===== src/rtl/i2c_pkg.sv =====
// Shared I2C command encodings and byte-sequencer state type; also used by the tap generator.
// Combinational helpers only: no latency, no flow control.
package i2c_pkg;

    localparam logic [2:0] CMD_NONE  = 3'd0;
    localparam logic [2:0] CMD_START = 3'd1;
    localparam logic [2:0] CMD_1     = 3'd2;
    localparam logic [2:0] CMD_0     = 3'd3;
    localparam logic [2:0] CMD_STOP  = 3'd4;

    localparam logic [2:0] BIT_CNT_LOAD = 3'd7;

    typedef enum logic [2:0] {
        ST_IDLE,
        ST_START,
        ST_BIT,
        ST_ACK,
        ST_STOP,
        ST_DONE
    } state_t;

    function automatic logic [2:0] data_cmd(input logic bit_val);
        return bit_val ? CMD_1 : CMD_0;
    endfunction

endpackage


===== src/rtl/i2c_byte_cmd_gen_if.sv =====
// Byte request, bit-command and status signals of the I2C byte command sequencer.
// slave = the sequencer itself; master = its upstream controller and downstream tap generator.
interface i2c_byte_cmd_gen_if;

    logic       byte_vld;
    logic [7:0] byte_data;
    logic       byte_start;
    logic       byte_stop;
    logic       byte_ready;
    logic       cmd_vld;
    logic [2:0] cmd;
    logic       cmd_ready;
    logic       busy;
    logic       done;

    modport slave (
        input  byte_vld,
        input  byte_data,
        input  byte_start,
        input  byte_stop,
        output byte_ready,
        output cmd_vld,
        output cmd,
        input  cmd_ready,
        output busy,
        output done
    );

    modport master (
        output byte_vld,
        output byte_data,
        output byte_start,
        output byte_stop,
        input  byte_ready,
        input  cmd_vld,
        input  cmd,
        output cmd_ready,
        input  busy,
        input  done
    );

endinterface


===== src/rtl/i2c_byte_cmd_gen.sv =====
// Expands one byte (+ optional START/STOP) into 9-11 bit commands; first command 1 cycle after accept,
// one idle cycle after each accepted command; cmd_ready low holds cmd/cmd_vld/state frozen.
module i2c_byte_cmd_gen
    import i2c_pkg::*;
(
    input  logic              clock,
    input  logic              rst,
    i2c_byte_cmd_gen_if.slave bus
);

    state_t     state_q, state_d;
    logic [7:0] shreg_q, shreg_d;
    logic [2:0] cnt_q, cnt_d;
    logic       start_q, start_d;
    logic       stop_q, stop_d;
    logic       byte_ready_q, byte_ready_d;
    logic       cmd_vld_q, cmd_vld_d;
    logic [2:0] cmd_q, cmd_d;
    logic       busy_q, busy_d;
    logic       done_q, done_d;

    logic       byte_xfer;
    logic       cmd_acc;
    logic       issuing;
    logic [2:0] state_cmd;

    assign byte_xfer = bus.byte_vld && byte_ready_q;
    assign cmd_acc   = cmd_vld_q && bus.cmd_ready;

    always_comb begin
        state_cmd = CMD_NONE;
        issuing   = 1'b1;
        case (state_q)
            ST_START: state_cmd = CMD_START;
            ST_BIT:   state_cmd = data_cmd(shreg_q[7]);
            ST_ACK:   state_cmd = CMD_1;
            ST_STOP:  state_cmd = CMD_STOP;
            default:  issuing   = 1'b0;
        endcase
    end

    always_comb begin
        state_d      = state_q;
        shreg_d      = shreg_q;
        cnt_d        = cnt_q;
        start_d      = start_q;
        stop_d       = stop_q;
        byte_ready_d = byte_ready_q;
        cmd_vld_d    = cmd_vld_q;
        cmd_d        = cmd_q;
        busy_d       = busy_q;
        done_d       = 1'b0;

        case (state_q)
            ST_IDLE: begin
                byte_ready_d = 1'b1;
                busy_d       = 1'b0;
                if (byte_xfer) begin
                    shreg_d      = bus.byte_data;
                    start_d      = bus.byte_start;
                    stop_d       = bus.byte_stop;
                    cnt_d        = BIT_CNT_LOAD;
                    byte_ready_d = 1'b0;
                    busy_d       = 1'b1;
                    state_d      = bus.byte_start ? ST_START : ST_BIT;
                end
            end
            ST_START: begin
                if (cmd_acc) begin
                    state_d = ST_BIT;
                end
            end
            ST_BIT: begin
                if (cmd_acc) begin
                    shreg_d = {shreg_q[6:0], 1'b0};
                    cnt_d   = cnt_q - 3'd1;
                    if (cnt_q == 3'd0) begin
                        state_d = ST_ACK;
                    end
                end
            end
            ST_ACK: begin
                // ACK is only a released-SDA slot here; the slave response is judged elsewhere
                if (cmd_acc) begin
                    state_d = stop_q ? ST_STOP : ST_DONE;
                    done_d  = !stop_q;
                end
            end
            ST_STOP: begin
                if (cmd_acc) begin
                    state_d = ST_DONE;
                    done_d  = 1'b1;
                end
            end
            ST_DONE: begin
                state_d      = ST_IDLE;
                busy_d       = 1'b0;
                byte_ready_d = 1'b1;
            end
            default: begin
                state_d = ST_IDLE;
            end
        endcase

        // The dead cycle after each accept lines up with the tap generator's registered ready
        if (issuing) begin
            if (cmd_acc) begin
                cmd_vld_d = 1'b0;
            end else if (!cmd_vld_q) begin
                cmd_vld_d = 1'b1;
                cmd_d     = state_cmd;
            end
        end
    end

    always_ff @(posedge clock or posedge rst) begin
        if (rst) begin
            state_q      <= ST_IDLE;
            shreg_q      <= 8'd0;
            cnt_q        <= 3'd0;
            start_q      <= 1'b0;
            stop_q       <= 1'b0;
            byte_ready_q <= 1'b0;
            cmd_vld_q    <= 1'b0;
            cmd_q        <= CMD_NONE;
            busy_q       <= 1'b0;
            done_q       <= 1'b0;
        end else begin
            state_q      <= state_d;
            shreg_q      <= shreg_d;
            cnt_q        <= cnt_d;
            start_q      <= start_d;
            stop_q       <= stop_d;
            byte_ready_q <= byte_ready_d;
            cmd_vld_q    <= cmd_vld_d;
            cmd_q        <= cmd_d;
            busy_q       <= busy_d;
            done_q       <= done_d;
        end
    end

    assign bus.byte_ready = byte_ready_q;
    assign bus.cmd_vld    = cmd_vld_q;
    assign bus.cmd        = cmd_q;
    assign bus.busy       = busy_q;
    assign bus.done       = done_q;

    a_cmd_hold: assert property (@(posedge clock) disable iff (rst)
        (cmd_vld_q && !bus.cmd_ready) |=> (cmd_vld_q && $stable(cmd_q)));

    a_ready_not_busy: assert property (@(posedge clock) disable iff (rst)
        byte_ready_q |-> !busy_q);

    a_done_quiet: assert property (@(posedge clock) disable iff (rst)
        done_q |-> (!cmd_vld_q && busy_q));

endmodule


===== src/flat_wrapper.sv =====
// flat-port wrapper written by rule: the top's interface ports become plain ports
module i2c_byte_cmd_gen_flat import i2c_pkg::*;
  (clock, rst, bus_byte_vld, bus_byte_data, bus_byte_start, bus_byte_stop, bus_byte_ready, bus_cmd_vld, bus_cmd, bus_cmd_ready, bus_busy, bus_done);
  i2c_byte_cmd_gen_if bus_i ();
  input  logic clock;
  input  logic rst;
  input wire logic [$bits(bus_i.byte_vld)-1:0] bus_byte_vld;
  input wire logic [$bits(bus_i.byte_data)-1:0] bus_byte_data;
  input wire logic [$bits(bus_i.byte_start)-1:0] bus_byte_start;
  input wire logic [$bits(bus_i.byte_stop)-1:0] bus_byte_stop;
  output wire logic [$bits(bus_i.byte_ready)-1:0] bus_byte_ready;
  output wire logic [$bits(bus_i.cmd_vld)-1:0] bus_cmd_vld;
  output wire logic [$bits(bus_i.cmd)-1:0] bus_cmd;
  input wire logic [$bits(bus_i.cmd_ready)-1:0] bus_cmd_ready;
  output wire logic [$bits(bus_i.busy)-1:0] bus_busy;
  output wire logic [$bits(bus_i.done)-1:0] bus_done;
  assign bus_i.byte_vld = bus_byte_vld;
  assign bus_i.byte_data = bus_byte_data;
  assign bus_i.byte_start = bus_byte_start;
  assign bus_i.byte_stop = bus_byte_stop;
  assign bus_byte_ready = bus_i.byte_ready;
  assign bus_cmd_vld = bus_i.cmd_vld;
  assign bus_cmd = bus_i.cmd;
  assign bus_i.cmd_ready = bus_cmd_ready;
  assign bus_busy = bus_i.busy;
  assign bus_done = bus_i.done;
  i2c_byte_cmd_gen u_core (.clock(clock), .rst(rst), .bus(bus_i));
endmodule

===== config.mk =====
export PLATFORM = sky130hd
export DESIGN_NAME = i2c_byte_cmd_gen_flat
export DESIGN_NICKNAME = d
export VERILOG_FILES = /design/src/rtl/i2c_pkg.sv /design/src/rtl/i2c_byte_cmd_gen_if.sv /design/src/rtl/i2c_byte_cmd_gen.sv /design/src/flat_wrapper.sv
export SDC_FILE = /design/constraint.sdc
export NUM_CORES = 1
export LEC_CHECK = 0
export ABC_AREA = 1
export CORE_MARGIN = 8
export CORE_UTILIZATION = 40
export DETAILED_ROUTE_END_ITERATION = 8
export SYNTH_ARGS = -nofsm -noshare
export SYNTH_HDL_FRONTEND = slang
export SYNTH_SLANG_ARGS = --single-unit

===== constraint.sdc =====
create_clock -name clock -period 3.72 [get_ports clock]
set_input_delay 0.744 -clock clock [delete_from_list [all_inputs] [get_ports clock]]
set_output_delay 0.744 -clock clock [all_outputs]
set_load 0.05 [all_outputs]

==> results of run 1 <==
-- metal layers --
layer  vias up  global-route usage (%)
met3         4                    2.58
met1       439                    12.6
met5         -                       0
met4         0                    4.78
met2        26                    14.8
li1        496                       -
-- cell families (layout without fill, tap and decap cells) --
| family | after synthesis | in the layout | share of synthesized area, % |
|---|---|---|---|
| AO/OA/AOI/OAI | 27 | 27 | 13.9 |
| adder cells (fa/ha/maj) | 2 | 2 | 2.19 |
| buffers and inverters | 23 | 44 | 8.88 |
| flip-flops | 22 | 22 | 48.2 |
| AND/OR/NAND/NOR | 68 | 68 | 26.8 |
-- synthesized netlist by cell type --
cell / n
a21o_1: 1
nand3_1: 10
inv_1: 18
o211ai_1: 1
nand3_2: 2
o21a_1: 3
nand3b_1: 1
nand2_2: 2
o21ai_2: 3
ha_1: 2
buf_6: 2
nor2_1: 5
inv_2: 3
o21ai_0: 5
a21oi_1: 1
dfrtp_1: 22
nand4_2: 1
nor2_2: 3
o21ai_1: 13
nand2_1: 44
-- sequential cells by signal, indices dropped and copies added, names as in the netlist --
register	flops
u_core.stop_q	1
u_core.bus.busy	1
u_core.bus.cmd_vld	1
u_core.cnt_q	3
u_core.bus.done	1
u_core.state_q	3
u_core.shreg_q	8
u_core.bus.cmd	3
u_core.bus.byte_ready	1
-- worst min path at each step --
stage	to	slack, ns	cells past startpoint
floorplan	u_core.stop_q$_DFFE_PP0P_	0.45	2
global placement	u_core.bus.cmd[2]$_DFFE_PP0P_	0.47	2
detailed placement	u_core.bus.cmd[2]$_DFFE_PP0P_	0.47	2
CTS	u_core.bus.cmd[2]$_DFFE_PP0P_	0.50	2
global route	u_core.bus.cmd[2]$_DFFE_PP0P_	0.52	2
finish	u_core.bus.cmd[2]$_DFFE_PP0P_	0.50	2
-- power by group through the flow --
stage	combinational, mW	clock, mW	sequential [mW]
detailed placement	0.658	0	0.421
CTS	0.660	0.115	0.416
finish	0.653	0.107	0.416
global placement	0.650	0	0.417
floorplan	0.425	0	0.508
global route	0.730	0.122	0.434
-- cell type report --
class / instances / area [um2] / share of cell area, %
Clock buffer: 3 / 22.5 / 1.63
Inverter: 21 / 78.8 / 5.71
Multi-Input combinational cell: 97 / 489 / 35.4
Sequential cell: 22 / 551 / 39.9
Tap cell: 31 / 38.8 / 2.81
Timing Repair Buffer: 20 / 200 / 14.5
-- per-stage QoR --
step	utilization (%)	hold slack (ns)
finish	50.5	0.501
global route	50.5	0.522
CTS	50.5	0.502
detailed placement	49.7	0.472
global placement	49.7	0.469
floorplan	-	0.453
==> run summary, run 1 <==
most frequent cells in the layout = 44 x nand2_1, 22 x dfrtp_1, 20 x clkdlybuf4s50_1, 18 x inv_1, 13 x o21ai_1
pin count of the biggest net entering global routing = 23
core area = 2730 um2
Peak VDD IR = 0.000583 V
most common cell after layout, fill and taps aside = nand2_1
Max-Cap Viols = 0
gr ovfl total = 0
Final Max Slew Viols = 0
dpl ws = 1.62 ns
CP Launch Type = register
wire length on met1 = 1140 um
WL per Instance = 11.9 um
first-pass GRT wire length = 4020 um
DP Cell Count = 191
CP Class = register to output port
# hold bufs at CTS = 0
Pwr Density = 852 nW/um2
CTS max path bufs = 2
TritonCTS clock tree = yes
via count = 965
Reg2Reg Setup Slack = 2.25 ns
Setup TNS = 0 ns
GRT Overall Usage = 9.81%
DRT Pass-1 Iters = 4
row cnt = 19
TritonCTS Sinks = 22
Initial Utilization = 41.7%
Critical path origin = u_core.bus.cmd_vld$_DFFE_PP0P_
critical path's slowest cell = clkdlybuf4s50_1
post-synth top area cell = dfrtp_1
HPWL Detailed = 1730 um
Final nets = 181
synth-to-layout area growth = 20.9%
Placed Instance Area = 1360 um2
RSZ-0062 raised after global routing = no
synth unique cells = 20
#FFs+latches synth = 22
Stages on worst setup path = 1
final instance area = 1380 um2
Leak = 0.714 nW
share of layout cells above drive strength 1 = 10.4%
Internal Power = 0.611 mW
top cells by area, synth = dfrtp_1 48%, nand2_1 14%, inv_1 5.9%, o21ai_1 5.7%, nand3_1 4.4%
synthesized cell area = 1140 um2
min-delay src = u_core.bus.cmd[2]$_DFFE_PP0P_
metal2 WL = 987 um
cts bufs inserted = 3
Switch Pwr = 0.564 mW
Slew HR = 45.0%
CP endpoint = bus_cmd_vld
Comb power frac = 55.5%
crit-path max cell delay = 0.83 ns
post-layout minimum cycle time = 2.31 ns
syn avg cell area = 8.04 um2
RR Startpoint = u_core.state_q[1]$_DFFE_PP0P_
Worst-Margin Slew = 0.824 ns
Highest Signal Layer = met4
fmax = 433 MHz
Net Count, Synth = 158
clk slew on worst S/H paths = 0.12 ns
register area share after synthesis = 48.2%
Reg2Reg Depth = 8
fin crit share = 62.0%
Die Span X = 69.4 um
Bufs and invs on worst path = 1
yosys warns = 0
number of global-route vias before repair = 940
Port-buffer cells = 20
FF-to-FF End = u_core.state_q[1]$_DFFE_PP0P_
clk root buf = clkbuf_4
crit end category = output port
worst min path class = register to register
n_diodes = 0
vias per inst = 4.97
DRC = 0
Crit path arrival time = 1.56 ns
final number of hold-violating endpoints = 0
Max FO, Critical Path = 5
Fin Clk Skew = 0.00774 ns
worst setup margin = 1.41 ns
share of power burned in registers = 35.4%
Critical Path RT = 2.98 ns
WL met3 = 134 um
die area = 4820 um2
switching share of power = 48.0%
Final Setup Violations = 0
status = completed
Post-CTS Setup Repair Bufs = 0
synthesized instance count = 142
drt total wl = 2300 um
Clock Latency Late Sink = 0.30 ns
fin cells = 194
worst path cell trace = clkdlybuf4s50_1
Final Wtd Congestion = 0.796
H-tree depth = 1
top cell type's share of synthesized area = 48.2%
initial antenna violation count = 0
CP top delay family = buffers and inverters
Total Power = 1.18 mW
IO Count = 21
die height = 69.4 um
DRT iter0 DRCs = 54
ANT nets after route = 0
Fillers = 283
Post-CTS Resized = 0
Clock Power Share = 9.1%
No activity file was read; power rests on OpenSTA's default activity.
==> run 2, diff against run 1 <==
- clock period: 3.72 -> 2.4 ns (I/O delays scaled with it)
==> run 2 against run 1 <==
Against the previous run: critical path depth unchanged; register-to-register slack got worse by 1.3 ns; critical path type unchanged; clock power increased by 97%; combinational power increased by 56%; wire length decreased by 0.52%; critical endpoint unchanged; via count increased by 0.31%; total power increased by 59%; sequential power increased by 55%; die area unchanged; worst hold slack got worse by 0.020 ns; largest cell class unchanged.
==> run summary, run 2 (synthesis gave the netlist of run 1 again) <==
vias per inst = 4.94 (was 4.97)
Post-CTS Setup Repair Bufs = 0 (unchanged)
Post-CTS Resized = 0 (unchanged)
# hold bufs at CTS = 0 (unchanged)
Max-Cap Viols = 0 (unchanged)
CTS max path bufs = 2 (unchanged)
pin count of the biggest net entering global routing = 23 (unchanged)
first-pass GRT wire length = 4130 um (was 4020 um)
final number of hold-violating endpoints = 0 (unchanged)
CP Launch Type = register (unchanged)
clk slew on worst S/H paths = 0.13 ns (was 0.12 ns)
WL per Instance = 11.7 um (was 11.9 um)
H-tree depth = 1 (unchanged)
die height = 69.4 um (unchanged)
DRT iter0 DRCs = 40 (was 54)
row cnt = 19 (unchanged)
initial antenna violation count = 0 (unchanged)
die area = 4820 um2 (unchanged)
Slew HR = 66.5% (was 45.0%)
RSZ-0062 raised after global routing = no (unchanged)
status = completed (unchanged)
Bufs and invs on worst path = 1 (unchanged)
crit end category = output port (unchanged)
ANT nets after route = 0 (unchanged)
IO Count = 21 (unchanged)
most common cell after layout, fill and taps aside = nand2_1 (unchanged)
crit-path max cell delay = 0.83 ns (about the same)
clk root buf = clkbuf_4 (unchanged)
worst min path class = primary input to asynchronous set/reset pin (was register to register)
Critical Path RT = 1.92 ns (was 2.98 ns)
most frequent cells in the layout = 44 x nand2_1, 22 x dfrtp_1, 20 x clkdlybuf4s50_1, 18 x inv_1, 13 x o21ai_1 (unchanged)
Final Setup Violations = 0 (unchanged)
fmax = 490 MHz
gr ovfl total = 0 (unchanged)
critical path's slowest cell = clkdlybuf4s50_1 (unchanged)
number of global-route vias before repair = 958 (was 940)
drt total wl = 2290 um (was 2300 um)
Top reg by flops = u_core.shreg_q (unchanged)
Fin Clk Skew = 0.00745 ns (was 0.00774 ns)
synth-to-layout area growth = 22.8% (was 20.9%)
Initial Utilization = 41.7% (unchanged)
Pwr Density = 1340 nW/um2 (was 852 nW/um2)
n_diodes = 0 (unchanged)
Final Max Slew Viols = 0 (unchanged)
Peak VDD IR = 0.000788 V (was 0.000583 V)
GRT Overall Usage = 10.0% (was 9.81%)
core area = 2730 um2 (unchanged)
Port-buffer cells = 20 (unchanged)
Clock Latency Late Sink = 0.32 ns (was 0.30 ns)
Die Span X = 69.4 um (unchanged)
HPWL Detailed = 1730 um (about the same)
via count = 968 (was 965)
CP Class = register to output port (unchanged)
TritonCTS clock tree = yes (unchanged)
DRT Pass-1 Iters = 4 (unchanged)
worst path cell trace = clkdlybuf4s50_1 (unchanged)
Crit path arrival time = 1.56 ns (about the same)
Final nets = 182 (was 181)
cts bufs inserted = 3 (unchanged)
Final Wtd Congestion = 0.797 (was 0.796)
share of layout cells above drive strength 1 = 11.5% (was 10.4%)
Worst-Margin Slew = 0.501 ns (was 0.824 ns)
fin crit share = 85.1%
Min Hold Slack = 0.480 ns (was 0.501 ns)
post-layout minimum cycle time = 2.04 ns
TritonCTS Sinks = 22 (unchanged)
Max FO, Critical Path = 5 (unchanged)
DRC = 0 (unchanged)
CP top delay family = buffers and inverters (unchanged)
Leak = 0.726 nW (was 0.714 nW)
Setup TNS = 0 ns (unchanged)
max FFs per register = 8 (unchanged)
run 2: cell types whose count changed in the layout (fill, tap and decap cells not counted), sizes merged:
cell,before,now
clkbuf,3,4
buf,0,1
run 2: cell type report:
cell class / instances / area [um2]
clock buffer: 4 / 36.3
fill: 272 / 1330
inverter: 21 / 78.8
multi-input combinational: 97 / 489
sequential: 22 / 551
tap: 31 / 38.8
timing repair buffer: 21 / 208
run 2: final timing paths:
| check | from | slack, ns | depth (start not counted) | endpoint |
|---|---|---|---|---|
| min in group clock | u_core.bus.cmd[1]$_DFFE_PP0P_ | 0.50 | 2 | u_core.bus.cmd[1]$_DFFE_PP0P_ |
| setup / recovery | u_core.bus.cmd_vld$_DFFE_PP0P_ | 0.36 | 1 | bus_cmd_vld |
| max in group asynchronous | rst | 1.69 | 3 | u_core.state_q[1]$_DFFE_PP0P_ |
| hold reg to reg | u_core.bus.cmd[1]$_DFFE_PP0P_ | 0.50 | 2 | u_core.bus.cmd[1]$_DFFE_PP0P_ |
| setup reg to reg | u_core.state_q[1]$_DFFE_PP0P_ | 0.93 | 8 | u_core.state_q[1]$_DFFE_PP0P_ |
| hold / removal | rst | 0.48 | 3 | u_core.shreg_q[3]$_DFFE_PP0P_ |
run 2: where the power goes:
part	internal (mW)	leakage [nW]	switching [mW]
registers	0.538	0.268	0.107
clock network	0.0928	0.0210	0.118
logic	0.352	0.437	0.663
total	0.983	0.726	0.888
run 2: through the flow:
stage,area [um2],utilization (%),total power [mW],setup slack [ns],cells
after global placement,1370,49.9,1.65,0.590,192
after floorplan,1140,-,1.45,0.866,142
after global routing,1400,51.3,2.05,0.290,196
after CTS,1400,51.3,1.89,0.335,196
after detailed placement,1370,49.9,1.67,0.555,192
final,1400,51.3,1.87,0.358,196
run 2: per-layer routing:
layer  track usage, %  wire [um]  vias to the layer above
met5                0          0                        -
met4             4.78         40                        0
met3             2.58        108                        4
met2             15.3        938                       21
met1             12.7       1200                      438
li1                 -          -                      505
